<file path="src/rtl/ctrl_pipe.sv">
// Pipelined control unit: decodes the ID opcode into a control bundle, carries it
// through ID/EX, EX/MEM and MEM/WB, and handles load-use holds and redirect squashes.
module ctrl_pipe #(
  parameter int REG_W    = 5,
  parameter int LOAD_LAT = 1,
  parameter int UPPER_EN = 1
) (
  input  logic             clk,
  input  logic             reset,
  input  logic             id_valid,
  input  logic [6:0]       id_opcode,
  input  logic [REG_W-1:0] id_rs1,
  input  logic [REG_W-1:0] id_rs2,
  input  logic [REG_W-1:0] id_rd,
  input  logic             ex_redirect,
  output logic             stall,
  output logic             flush_ifid,
  output logic             ex_alusrc,
  output logic [1:0]       ex_aluop,
  output logic             ex_branch,
  output logic             ex_jal,
  output logic             ex_jalr,
  output logic             ex_lui,
  output logic             ex_auipc,
  output logic             ex_illegal,
  output logic             ex_memread,
  output logic             ex_memwrite,
  output logic             ex_memtoreg,
  output logic             ex_regwrite,
  output logic [REG_W-1:0] ex_rd,
  output logic             mem_memread,
  output logic             mem_memwrite,
  output logic             mem_memtoreg,
  output logic             mem_regwrite,
  output logic [REG_W-1:0] mem_rd,
  output logic             wb_memtoreg,
  output logic             wb_regwrite,
  output logic [REG_W-1:0] wb_rd
);

  localparam logic [6:0] OP_R     = 7'b0110011;
  localparam logic [6:0] OP_I     = 7'b0010011;
  localparam logic [6:0] OP_LW    = 7'b0000011;
  localparam logic [6:0] OP_SW    = 7'b0100011;
  localparam logic [6:0] OP_BR    = 7'b1100011;
  localparam logic [6:0] OP_JAL   = 7'b1101111;
  localparam logic [6:0] OP_JALR  = 7'b1100111;
  localparam logic [6:0] OP_LUI   = 7'b0110111;
  localparam logic [6:0] OP_AUIPC = 7'b0010111;

  typedef struct packed {
    logic       alusrc;
    logic [1:0] aluop;
    logic       branch;
    logic       jal;
    logic       jalr;
    logic       lui;
    logic       auipc;
    logic       illegal;
    logic       memread;
    logic       memwrite;
    logic       memtoreg;
    logic       regwrite;
  } ctl_t;

  typedef struct packed {
    logic memread;
    logic memwrite;
    logic memtoreg;
    logic regwrite;
  } mctl_t;

  typedef enum logic {RUN, HOLD} state_t;

  function automatic ctl_t decode(input logic [6:0] op);
    ctl_t c;
    c = '0;
    unique case (op)
      OP_R:    begin c.regwrite = 1'b1; c.aluop = 2'b10; end
      OP_I:    begin c.alusrc = 1'b1; c.regwrite = 1'b1; c.aluop = 2'b10; end
      OP_LW:   begin
        c.alusrc   = 1'b1;
        c.memread  = 1'b1;
        c.memtoreg = 1'b1;
        c.regwrite = 1'b1;
      end
      OP_SW:   begin c.alusrc = 1'b1; c.memwrite = 1'b1; end
      OP_BR:   begin c.branch = 1'b1; c.aluop = 2'b01; end
      OP_JAL:  begin c.jal = 1'b1; c.regwrite = 1'b1; end
      OP_JALR: begin c.jalr = 1'b1; c.alusrc = 1'b1; c.regwrite = 1'b1; end
      OP_LUI:  begin
        if (UPPER_EN != 0) begin
          c.lui = 1'b1; c.alusrc = 1'b1; c.regwrite = 1'b1;
        end else begin
          c.illegal = 1'b1;
        end
      end
      OP_AUIPC: begin
        if (UPPER_EN != 0) begin
          c.auipc = 1'b1; c.alusrc = 1'b1; c.regwrite = 1'b1;
        end else begin
          c.illegal = 1'b1;
        end
      end
      default: c.illegal = 1'b1;
    endcase
    return c;
  endfunction

  function automatic logic uses_rs1(input logic [6:0] op);
    return (op == OP_R) || (op == OP_I) || (op == OP_LW) || (op == OP_SW) ||
           (op == OP_BR) || (op == OP_JALR);
  endfunction

  function automatic logic uses_rs2(input logic [6:0] op);
    return (op == OP_R) || (op == OP_SW) || (op == OP_BR);
  endfunction

  ctl_t             ctl_p0;
  logic             use1_p0;
  logic             use2_p0;
  logic             hz;
  logic             bubble;
  state_t           state;
  state_t           state_nxt;
  logic [1:0]       cnt;
  logic [1:0]       cnt_nxt;

  ctl_t             ctl_p1;
  logic [REG_W-1:0] rd_p1;
  logic             vld_p1;
  mctl_t            mctl_p2;
  logic [REG_W-1:0] rd_p2;
  logic             vld_p2;
  logic             memtoreg_p3;
  logic             regwrite_p3;
  logic [REG_W-1:0] rd_p3;
  logic             vld_p3;

  // ID stage: decode and load-use detection against the instruction in EX
  always_comb begin
    ctl_p0  = '0;
    use1_p0 = 1'b0;
    use2_p0 = 1'b0;
    if (id_valid) begin
      ctl_p0  = decode(id_opcode);
      use1_p0 = uses_rs1(id_opcode);
      use2_p0 = uses_rs2(id_opcode);
    end
  end

  assign hz = ctl_p1.memread && (rd_p1 != '0) && id_valid &&
              ((use1_p0 && (id_rs1 == rd_p1)) || (use2_p0 && (id_rs2 == rd_p1)));

  always_ff @(posedge clk or negedge reset) begin
    if (!reset) begin
      state <= RUN;
      cnt   <= 2'd0;
    end else begin
      state <= state_nxt;
      cnt   <= cnt_nxt;
    end
  end

  always_comb begin
    state_nxt = state;
    cnt_nxt   = cnt;
    if (ex_redirect) begin
      state_nxt = RUN;
      cnt_nxt   = 2'd0;
    end else begin
      unique case (state)
        RUN: begin
          if (hz && (LOAD_LAT > 1)) begin
            state_nxt = HOLD;
            cnt_nxt   = 2'(LOAD_LAT - 1);
          end
        end
        HOLD: begin
          if (cnt == 2'd1) begin
            state_nxt = RUN;
            cnt_nxt   = 2'd0;
          end else begin
            cnt_nxt = cnt - 2'd1;
          end
        end
        default: begin
          state_nxt = RUN;
          cnt_nxt   = 2'd0;
        end
      endcase
    end
  end

  // A redirect squashes whatever ID holds, so it wins over any pending hold
  always_comb begin
    stall      = 1'b0;
    flush_ifid = ex_redirect;
    bubble     = 1'b0;
    if (ex_redirect) begin
      bubble = 1'b1;
    end else begin
      unique case (state)
        RUN:  begin stall = hz;   bubble = hz;   end
        HOLD: begin stall = 1'b1; bubble = 1'b1; end
        default: begin stall = 1'b0; bubble = 1'b0; end
      endcase
    end
  end

  // ID/EX boundary
  always_ff @(posedge clk or negedge reset) begin
    if (!reset) begin
      ctl_p1 <= '0;
      rd_p1  <= '0;
      vld_p1 <= 1'b0;
    end else if (bubble || !id_valid) begin
      ctl_p1 <= '0;
      rd_p1  <= '0;
      vld_p1 <= 1'b0;
    end else begin
      ctl_p1 <= ctl_p0;
      rd_p1  <= id_rd;
      vld_p1 <= 1'b1;
    end
  end

  // EX/MEM boundary
  always_ff @(posedge clk or negedge reset) begin
    if (!reset) begin
      mctl_p2 <= '0;
      rd_p2   <= '0;
      vld_p2  <= 1'b0;
    end else begin
      mctl_p2 <= '{memread:  ctl_p1.memread,  memwrite: ctl_p1.memwrite,
                   memtoreg: ctl_p1.memtoreg, regwrite: ctl_p1.regwrite};
      rd_p2   <= rd_p1;
      vld_p2  <= vld_p1;
    end
  end

  // MEM/WB boundary
  always_ff @(posedge clk or negedge reset) begin
    if (!reset) begin
      memtoreg_p3 <= 1'b0;
      regwrite_p3 <= 1'b0;
      rd_p3       <= '0;
      vld_p3      <= 1'b0;
    end else begin
      memtoreg_p3 <= mctl_p2.memtoreg;
      regwrite_p3 <= mctl_p2.regwrite;
      rd_p3       <= rd_p2;
      vld_p3      <= vld_p2;
    end
  end

  assign ex_alusrc    = ctl_p1.alusrc;
  assign ex_aluop     = ctl_p1.aluop;
  assign ex_branch    = ctl_p1.branch;
  assign ex_jal       = ctl_p1.jal;
  assign ex_jalr      = ctl_p1.jalr;
  assign ex_lui       = ctl_p1.lui;
  assign ex_auipc     = ctl_p1.auipc;
  assign ex_illegal   = ctl_p1.illegal;
  assign ex_memread   = ctl_p1.memread;
  assign ex_memwrite  = ctl_p1.memwrite;
  assign ex_memtoreg  = ctl_p1.memtoreg;
  assign ex_regwrite  = ctl_p1.regwrite & vld_p1;
  assign ex_rd        = rd_p1;

  assign mem_memread  = mctl_p2.memread;
  assign mem_memwrite = mctl_p2.memwrite;
  assign mem_memtoreg = mctl_p2.memtoreg;
  assign mem_regwrite = mctl_p2.regwrite & vld_p2;
  assign mem_rd       = rd_p2;

  assign wb_memtoreg  = memtoreg_p3;
  assign wb_regwrite  = regwrite_p3 & vld_p3;
  assign wb_rd        = rd_p3;

endmodule

</file>
<file path="config.mk">
export PLATFORM = sky130hd
export DESIGN_NAME = ctrl_pipe
export DESIGN_NICKNAME = d
export VERILOG_FILES = /design/src/rtl/ctrl_pipe.sv
export SDC_FILE = /design/constraint.sdc
export NUM_CORES = 1
export LEC_CHECK = 0
export CAP_MARGIN = 20
export CORE_ASPECT_RATIO = 0.5
export CORE_MARGIN = 10
export CORE_UTILIZATION = 43
export DETAILED_ROUTE_END_ITERATION = 7
export HOLD_SLACK_MARGIN = 0.1
export PLACE_DENSITY = 0.75
export SLEW_MARGIN = 20
export SYNTH_ARGS = -nofsm -noshare
export SYNTH_HDL_FRONTEND = slang
export SYNTH_SLANG_ARGS = --single-unit
</file>
<file path="constraint.sdc">
create_clock -name clk -period 2.2 [get_ports clk]
set_clock_uncertainty 0.1 [all_clocks]
set_input_delay 0.33 -clock clk [delete_from_list [all_inputs] [get_ports clk]]
set_output_delay 0.33 -clock clk [all_outputs]
set_load 0.05 [all_outputs]
</file>
==> results.toml <==
[drt]
postRouteWirelength_um = 3990
avgRoutedWirePerCell_um = 15.1
drt-met1-wl_um = 1720
firstDrtPassIters = 4
drt_iter0_markers = 31
num_vias = 1250
via_per_inst = 4.73
routed.top_layer = "met4"
routed-wl-met3_um = 229
final_antenna_net_count = 0
drc = 0
wl_met2_um = 2000

[clock_network]
clk_path_buf_depth = 2
cts_sinks = 38
tritoncts = "yes"
cts_buffers = 5
worstSkewPairLatency_ps = 280
cts.clk_slew.worst_paths_ps = 80
cts_root_buf = "clkbuf_8"
cts_htree_levels = 2

[synth]
syn_inst = 125
synth-seq-cells = 38
async_flop_share = 1.00
synth_warnings = 0
syn-num-nets = 152
synth_top_cell_by_area = "dfrtp_1"
yosys-top-cells-count = "dfrtp_1 (38), nor2_1 (11), xor2_1 (9), buf_4 (5)"
yosys.area.top_type_share = 0.591
synth-edff-count = 0
synth.avg_cell_area_sq_um = 12.9
synth.most_common_cell = "dfrtp_1"
synth_area_sq_um = 1610
ys.flop_type = "dfrtp_1"
synthTopCellsByArea = "dfrtp_1 (59%), xor2_1 (4.9%), nor3b_2 (3.1%)"
yosysUniqueCellTypes = 39
synth_seq_area_share = 0.591

[timing]
period_needed_ps = 2420
min_period_over_period = 1.10
setup_viol_count_final = 1
max_slew.worst_pin.slew_ps = 526
final.setup.tns_ps = -223
fin_hold_ws_ps = 270
relSlewSlack = 0.649
layout_setup_ws_ps = -223
max_freq_mhz = 413
hold_viol = 0
final_max_slew_viol_count = 0
rsz0062_at_grt = "true"

[floorplan]
die_area_sq_um = 6730
core_sq_um = 3510
ios = 62
num_rows = 15
fp.dieW_um = 106
die_h_um = 63.2
initial_core_util = 0.458

[worst_setup_path]
cp-end-kind = "primary output"
critPathArrivalTime_ps = 1990
crit_path_max_fanout = 4
worstSetupStartpointType = "flop"
required_ps = 1770
critical_path_class = "flop to primary output"

[place]
io_buffers = 61
routabilityCongestion = 0.857
dp_hpwl_um = 3300
placed_area_sq_um = 2450

[grt]
grt_pass1_vias = 1251
grt.total_usage = 0.122
antenna_found_initial = 0
grt_first_pass_wirelength_um = 6580
grt.overflow.total = 0
grt_max_degree = 22

[finish]
stdcell_area_sq_um = 2590
areaGrowthSynthToFinish_pct = 60.9
fillerInstances = 249
nets = 239
num_antenna_cells = 0
seq_area_sq_um = 955
drive_gt1_frac = 0.291
multi_input_comb_area_sq_um = 592
final_core_util = 0.737

[hold_path]
hp-class = "flop to flop"

[run_status]
violations = "setup timing"
status = "finished with violations"

[flow_run]
max_cap_viol_count = 0

[power_and_ir_drop]
power_density_nw_per_um2 = 592
ir_worst_vdd_mv = 0.286
leakage_nw = 1.13
==> power by group <==
group          total, W  internal (W)  switching [W]
Combinational  0.000235      0.000111       0.000124
Sequential     0.000722      0.000714     0.00000856
Clock          0.000575      0.000337       0.000238
Total           0.00153       0.00116       0.000370
==> what timing repair did <==
action,in CTS,in global routing
buffers inserted,0,1
gates resized for setup,3,1
hold endpoints to repair,19,0
hold buffers,1,0
setup endpoints to repair,1,1
pin swaps,1,2
cloned,0,0
==> metal layers <==
metal	global-route usage	vias up
li1	-	603
met1	0.146	602
met2	0.203	41
met3	0.0406	4
met4	0.0403	0
met5	0	-
==> sequential cells by signal, indices dropped and copies added, names as in the netlist, 2 cells and up <==
name      flops
ex_rd         5
mem_rd        5
wb_rd         5
cnt           2
ex_aluop      2
==> kinds of logic (layout without fill, tap and decap cells) <==
family,Yosys count,in the layout,synth area share
flip-flops,38,38,0.591
AO/OA/AOI/OAI,11,11,0.0747
AND/OR/NAND/NOR,49,49,0.209
XOR/XNOR,11,11,0.0599
multiplexers,1,1,0.00623
adder cells (fa/ha/maj),1,1,0.00778
buffers and inverters,14,102,0.0514
==> path summary, 6_finish.rpt <==
| kind | from | depth (start not counted) | slack [ps] | to |
|---|---|---|---|---|
| min reg2reg | vld_p2$_DFF_PN0_ | 0 | 270 | vld_p3$_DFF_PN0_ |
| min | vld_p2$_DFF_PN0_ | 0 | 270 | vld_p3$_DFF_PN0_ |
| max reg2reg | ex_rd[2]$_DFF_PN0_ | 6 | 180 | ex_jal$_DFF_PN0_ |
| max | ex_rd[2]$_DFF_PN0_ | 6 | -220 | stall |
| min in group asynchronous | reset | 2 | 450 | ex_rd[1]$_DFF_PN0_ |
| max in group asynchronous | reset | 3 | 1030 | mem_memread$_DFF_PN0_ |
==> area by class of cell <==
class | count | area share
Sequential cell | 38 | 0.369
Tap cell | 51 | 0.0247
Timing Repair Buffer | 91 | 0.329
Clock inverter | 3 | 0.0174
Inverter | 3 | 0.00435
Clock buffer | 5 | 0.0266
Multi-Input combinational cell | 73 | 0.229
==> stage by stage <==
| step | worst slack [ps] | power [W] | instances |
|---|---|---|---|
| finish | -223 | 0.00153 | 264 |
| global route | -306 | 0.00160 | 264 |
| CTS | -295 | 0.00154 | 263 |
| detailed placement | -361 | 0.000970 | 254 |
| global placement | -373 | 0.000966 | 254 |
| floorplan | 13.0 | 0.000842 | 125 |
==> cell usage in the layout, fill, tap and decap left out, types with 3 or more instances in the layout <==
| cell | instances |
|---|---|
| and2_1 | 3 |
| buf_4 | 29 |
| clkbuf_8 | 5 |
| clkdlybuf4s50_1 | 56 |
| dfrtp_1 | 35 |
| dfrtp_2 | 3 |
| inv_1 | 3 |
| nand2_1 | 3 |
| nor2_1 | 11 |
| nor3_2 | 4 |
| nor3b_2 | 4 |
| nor4_1 | 3 |
| xor2_1 | 9 |
==> worst max-delay path, cell delays in order (launching register included) <==
cell and delay [ps]:
dfrtp_2 450, buf_4 150, or4_4 510, o21ai_4 190
a211oi_2 70, o21ba_4 200, buf_12 140
Note: power is estimated with default switching activity, not from simulation.
